[config.mk]
export PLATFORM = sky130hd
export DESIGN_NAME = window5x5_gen
export DESIGN_NICKNAME = d
export VERILOG_FILES = /design/src/rtl/window5x5_gen.sv
export SDC_FILE = /design/constraint.sdc
export NUM_CORES = 1
export LEC_CHECK = 0
export CAP_MARGIN = 25
export CORE_AREA = 2 2 253 317
export DETAILED_ROUTE_END_ITERATION = 12
export DIE_AREA = 0 0 255 319
export PLACE_DENSITY = 0.79
export SLEW_MARGIN = 20
export SYNTH_ARGS = -nofsm -noshare
export SYNTH_HDL_FRONTEND = slang
export SYNTH_SLANG_ARGS = --single-unit
[constraint.sdc]
create_clock -name clk -period 3.6 [get_ports clk]
set_clock_uncertainty 0.1 [all_clocks]
set_input_delay 0.9 -clock clk [delete_from_list [all_inputs] [get_ports clk]]
set_output_delay 0.9 -clock clk [all_outputs]
set_load 0.02 [all_outputs]
[src/rtl/window5x5_gen.sv]
// Streaming 5x5 sliding-window generator: four line buffers plus a 5x5 register
// window, emitting one window per accepted pixel wherever a full neighbourhood exists.
module window5x5_gen #(
  parameter int DATA_BITS = 8,
  parameter int IMG_W     = 28,
  parameter int IMG_H     = 28
) (
  input  logic                        clk,
  input  logic                        rst,
  input  logic                        valid_in,
  input  logic signed [DATA_BITS-1:0] pix_in,
  output logic                        valid_out,
  output logic signed [DATA_BITS-1:0] p00, p01, p02, p03, p04,
  output logic signed [DATA_BITS-1:0] p10, p11, p12, p13, p14,
  output logic signed [DATA_BITS-1:0] p20, p21, p22, p23, p24,
  output logic signed [DATA_BITS-1:0] p30, p31, p32, p33, p34,
  output logic signed [DATA_BITS-1:0] p40, p41, p42, p43, p44,
  output logic                        frame_done
);

  localparam int CW = $clog2(IMG_W);
  localparam int RW = $clog2(IMG_H);

  typedef logic signed [DATA_BITS-1:0] pix_t;

  logic [CW-1:0] col_q, col_d;
  logic [RW-1:0] row_q, row_d;
  logic          valid_out_q, valid_out_d;
  logic          frame_done_q, frame_done_d;
  logic          last_col, last_row;
  pix_t          win_q [5][5];
  pix_t          win_d [5][5];
  // lb_mem[0] holds row y-1 ... lb_mem[3] holds row y-4; never cleared.
  pix_t          lb_mem [4][IMG_W];

  always_comb begin
    col_d        = col_q;
    row_d        = row_q;
    win_d        = win_q;
    valid_out_d  = 1'b0;
    frame_done_d = 1'b0;
    last_col     = (col_q == CW'(IMG_W - 1));
    last_row     = (row_q == RW'(IMG_H - 1));
    if (valid_in) begin
      for (int r = 0; r < 5; r++) begin
        for (int c = 0; c < 4; c++) begin
          win_d[r][c] = win_q[r][c+1];
        end
      end
      win_d[0][4]  = lb_mem[3][col_q];
      win_d[1][4]  = lb_mem[2][col_q];
      win_d[2][4]  = lb_mem[1][col_q];
      win_d[3][4]  = lb_mem[0][col_q];
      win_d[4][4]  = pix_in;
      valid_out_d  = (col_q >= CW'(4)) && (row_q >= RW'(4));
      frame_done_d = last_col && last_row;
      col_d        = last_col ? '0 : col_q + 1'b1;
      if (last_col) begin
        row_d = last_row ? '0 : row_q + 1'b1;
      end
    end
  end

  always_ff @(posedge clk) begin
    if (rst) begin
      col_q        <= '0;
      row_q        <= '0;
      valid_out_q  <= 1'b0;
      frame_done_q <= 1'b0;
      for (int r = 0; r < 5; r++) begin
        for (int c = 0; c < 5; c++) begin
          win_q[r][c] <= '0;
        end
      end
    end else begin
      col_q        <= col_d;
      row_q        <= row_d;
      valid_out_q  <= valid_out_d;
      frame_done_q <= frame_done_d;
      win_q        <= win_d;
    end
  end

  // Buffers cascade one row older at the current column; a pixel dropped by reset is not stored.
  always_ff @(posedge clk) begin
    if (valid_in && !rst) begin
      lb_mem[3][col_q] <= lb_mem[2][col_q];
      lb_mem[2][col_q] <= lb_mem[1][col_q];
      lb_mem[1][col_q] <= lb_mem[0][col_q];
      lb_mem[0][col_q] <= pix_in;
    end
  end

  assign valid_out  = valid_out_q;
  assign frame_done = frame_done_q;

  assign p00 = win_q[0][0];
  assign p01 = win_q[0][1];
  assign p02 = win_q[0][2];
  assign p03 = win_q[0][3];
  assign p04 = win_q[0][4];
  assign p10 = win_q[1][0];
  assign p11 = win_q[1][1];
  assign p12 = win_q[1][2];
  assign p13 = win_q[1][3];
  assign p14 = win_q[1][4];
  assign p20 = win_q[2][0];
  assign p21 = win_q[2][1];
  assign p22 = win_q[2][2];
  assign p23 = win_q[2][3];
  assign p24 = win_q[2][4];
  assign p30 = win_q[3][0];
  assign p31 = win_q[3][1];
  assign p32 = win_q[3][2];
  assign p33 = win_q[3][3];
  assign p34 = win_q[3][4];
  assign p40 = win_q[4][0];
  assign p41 = win_q[4][1];
  assign p42 = win_q[4][2];
  assign p43 = win_q[4][3];
  assign p44 = win_q[4][4];

endmodule

==> metrics.cfg <==
[synth]
synth_seq_cells = 1108
yosys.area.top_type = edfxtp_1
ys_seq_area_share_pct = 74.2
number_of_synthesis_warnings = 0
syn-instance-count = 2440
synth_cell_types = 54
syn_nets = 2458
synth_enable_flop_cells = 896
synth.mux.area_fraction_pct = 15.4
synth-xor-area-share_pct = 0.0835
netlist.area_leader.share_pct = 64.1
synth_top_family_by_area = multiplexers
synth-simple-area-share_pct = 4.23
post_synth_main_area_contributors = edfxtp_1 64%, mux2i_1 10%, dfxtp_1 10%
yosys.area_share.adder_pct = 0.209
yosys_most_used_dff = edfxtp_1
synth_compound_gate_area_share_pct = 4.05
synthesis.area_per_instance_um2 = 17.2
synth_area_um2 = 42000
async_s_r_ff_share_synth_pct = 0

[global_routing]
grt_max_degree = 143
grt_first_pass_wirelength_um = 163000
globalRouteOverflowTotal = 0
number_of_global_route_vias_before_repair = 24465
grt_use_total_pct = 27.6
antenna_found_initial = 7

[cells_and_area]
finalNetCount = 2784
fraction_of_final_layout_cells_with_drive_strength_greater_than_1_pct = 15.8
layout-area-overhead-vs-synth_pct = 18.4
final_core_util_pct = 63.4
largest_reg_flops = 896
filler_cell_count = 5146
largest_register = lb_mem

[placement]
gp_congestion = 0.869
dp.final_hpwl_um = 68800
io_buffer_count = 212

[sta]
final_setup_violation_count = 0
slew_viol_final = 0
max_slew.worst_pin.slew_ns = 1.04
layout_worst_path_cycle_share_pct = 94.5
final-hold-violation-count = 0
relSlewSlack_pct = 30.2
fmax_mhz = 294
grt_setup_unrepaired = false
totalNegativeSetupSlack_ns = 0
post-route-min-period_ns = 3.40
whs_ns = 0.395

[clock_tree]
cts.htree.levels = 3
max-clock-path-buffers = 3
cell_at_the_root_of_the_clock_tree = clkbuf_16
clock-sinks = 1108
worstSkewPairLatency_ns = 0.69
cts_tree = done
cts_hold_repair.buffers = 0
clk_transition_reported_paths_ns = 0.06
tritoncts_buffers = 95

[worst_hold_path]
whs_endpoint = p20[3]$_SDFFE_PP0P_
holdPathStages = 2
hold_start = p20[3]$_SDFFE_PP0P_
worst_hold_path_type = register to register

[power]
ir_worst_vdd_v = 0.000377
power-per-cell-area_nw_per_um2 = 543
power.leakage_nw = 16.5

[worst_setup_path]
critical_path_source = col_q[2]$_SDFFE_PP0P_
timing.critical_path.from_type = register
cpMostUsedCell = buf_4
cp_cell_sequence = buf_4 > inv_1 > nor2_1 > buf_4 > a211o_1 > a31oi_1 > nand2_1
max_stage_delay_ns = 0.75
worst_r2r_src = col_q[2]$_SDFFE_PP0P_
worst-setup-path-type = register to register
rr_worst_depth = 7
setup_crit_end_kind = register
crit_fanout = 28
cp.arrival_ns = 3.64
worst_ep_required_time_ns = 3.84
r2r_end = lb_mem[1][63]$_DFFE_PP_
r2r_setup_slack_ns = 0.20
crit_slowest_cell = dfxtp_1

[floorplanning]
design.core.area_um2 = 78400
die-width_um = 255
floorplan.initialDensity_pct = 53.5
floorplan.rows = 115
num_io_pins = 213
chipHeight_um = 319
design.die.area_um2 = 81300

[drt]
wl_per_cell_um = 28.8
detail_route.drc_violations = 0
detail_route.vias_per_cell = 6.29
finalWirelength_um = 112000
num_vias = 24533
detail_route.first_pass.iterations = 5
drt_iter0_markers = 2900
drtAntennaViolNets = 0

[status]
outcome = finished, final reports clean

[job]
count_of_max_cap_constraint_violations = 0

[worst max-delay path by stage]
stage               depth (start not counted)                  endpoint  slack (ns)
CTS                                         5  lb_mem[2][162]$_DFFE_PP_         0.1
floorplan                                   5  lb_mem[0][104]$_DFFE_PP_        0.07
detailed placement                          5  lb_mem[1][183]$_DFFE_PP_        0.18
global route                                7   lb_mem[1][55]$_DFFE_PP_       0.001
finish                                      7   lb_mem[1][63]$_DFFE_PP_        0.20
global placement                            8  lb_mem[1][179]$_DFFE_PP_        0.27
[synthesized netlist by cell type, types with 7 or more instances]
| cell | n |
|---|---|
| nor2_1 | 250 |
| buf_4 | 36 |
| mux2i_1 | 429 |
| nand2b_1 | 7 |
| buf_2 | 21 |
| and3_1 | 10 |
| a211oi_1 | 11 |
| o21ai_0 | 9 |
| a31oi_1 | 18 |
| ha_1 | 7 |
| mux2_2 | 7 |
| nor2b_1 | 10 |
| clkbuf_1 | 54 |
| a21oi_1 | 25 |
| o22ai_1 | 57 |
| a22oi_1 | 61 |
| a22o_1 | 9 |
| a311oi_1 | 19 |
| nand3_1 | 21 |
| buf_1 | 23 |
| edfxtp_1 | 896 |
| or4_1 | 8 |
| nand2_1 | 58 |
| mux4_2 | 92 |
| a221oi_1 | 7 |
| dfxtp_1 | 212 |
| nor3_1 | 9 |
| buf_6 | 9 |
[cell families after synthesis]
| logic type | after synthesis |
|---|---|
| muxes | 528 |
| AOI/OAI and AO/OA | 243 |
| buffers and inverters | 149 |
| and+or+nand+nor | 401 |
| xor gates and xnor gates | 4 |
| adders and majority gates | 7 |
| DFF | 1108 |
[metrics by stage]
stage | power (W) | setup slack, ns | std cells | cell area (µm²)
floorplan | 0.0159 | 0.0690 | 2440 | 42000
global placement | 0.0166 | 0.271 | 3717 | 46400
detailed placement | 0.0167 | 0.179 | 3719 | 46400
CTS | 0.0270 | 0.0998 | 3898 | 49600
global route | 0.0276 | 0.00132 | 3903 | 49700
finish | 0.0270 | 0.198 | 3903 | 49700
[routing by layer]
metal | track usage (%) | vias up | routed length, µm
li1 | - | 10192 | -
met1 | 34.1 | 12271 | 38300
met2 | 45.7 | 1705 | 55300
met3 | 5.38 | 359 | 12200
met4 | 15.3 | 6 | 6450
met5 | 0 | - | 30
[where the power goes]
part           total [W]  switching [W]  internal (W)
clock network     0.0106        0.00459       0.00596
registers         0.0144       0.000154        0.0142
logic            0.00207        0.00131      0.000757
[cell usage in the layout, fill, tap and decap left out, types with 11 or more instances in the layout]
master	n
clkdlybuf4s50_1	207
edfxtp_1	896
nor2_1	222
nand2_1	55
clkinv_1	13
bufinv_16	12
clkbuf_16	97
buf_4	131
a211oi_1	11
a22oi_1	61
clkbuf_1	16
nand3_1	21
clkinv_2	16
mux2i_1	429
mux4_2	92
buf_12	24
a31oi_1	18
dfxtp_1	209
a311oi_1	19
nor2_4	28
a21oi_1	25
o22ai_1	57
[worst max-delay path: cells and delay by family (launching register included)]
family                 cells  cell delay [ns]
buffers and inverters      3             0.73
AO/OA/AOI/OAI              2             0.18
AND/OR/NAND/NOR            2             1.30
flip-flops                 1             0.75
[final cells by class]
type	instances	area [µm²]	share of cell area, %
clock buffer	121	2580	5.19
clock inverter	58	647	1.30
multi-input combinational	1183	10300	20.7
tap	1053	1320	2.65
timing repair buffer	372	3680	7.40
inverter	6	22.5	0.0453
antenna	2	5.00	0.0101
sequential	1108	31200	62.7
[what timing repair did]
| item | CTS | global route |
|---|---|---|
| buffers inserted | 0 | 0 |
| resized for setup | 0 | 4 |
| setup endpoints to repair | 0 | 91 |
Power figures use the tool's default switching activity.
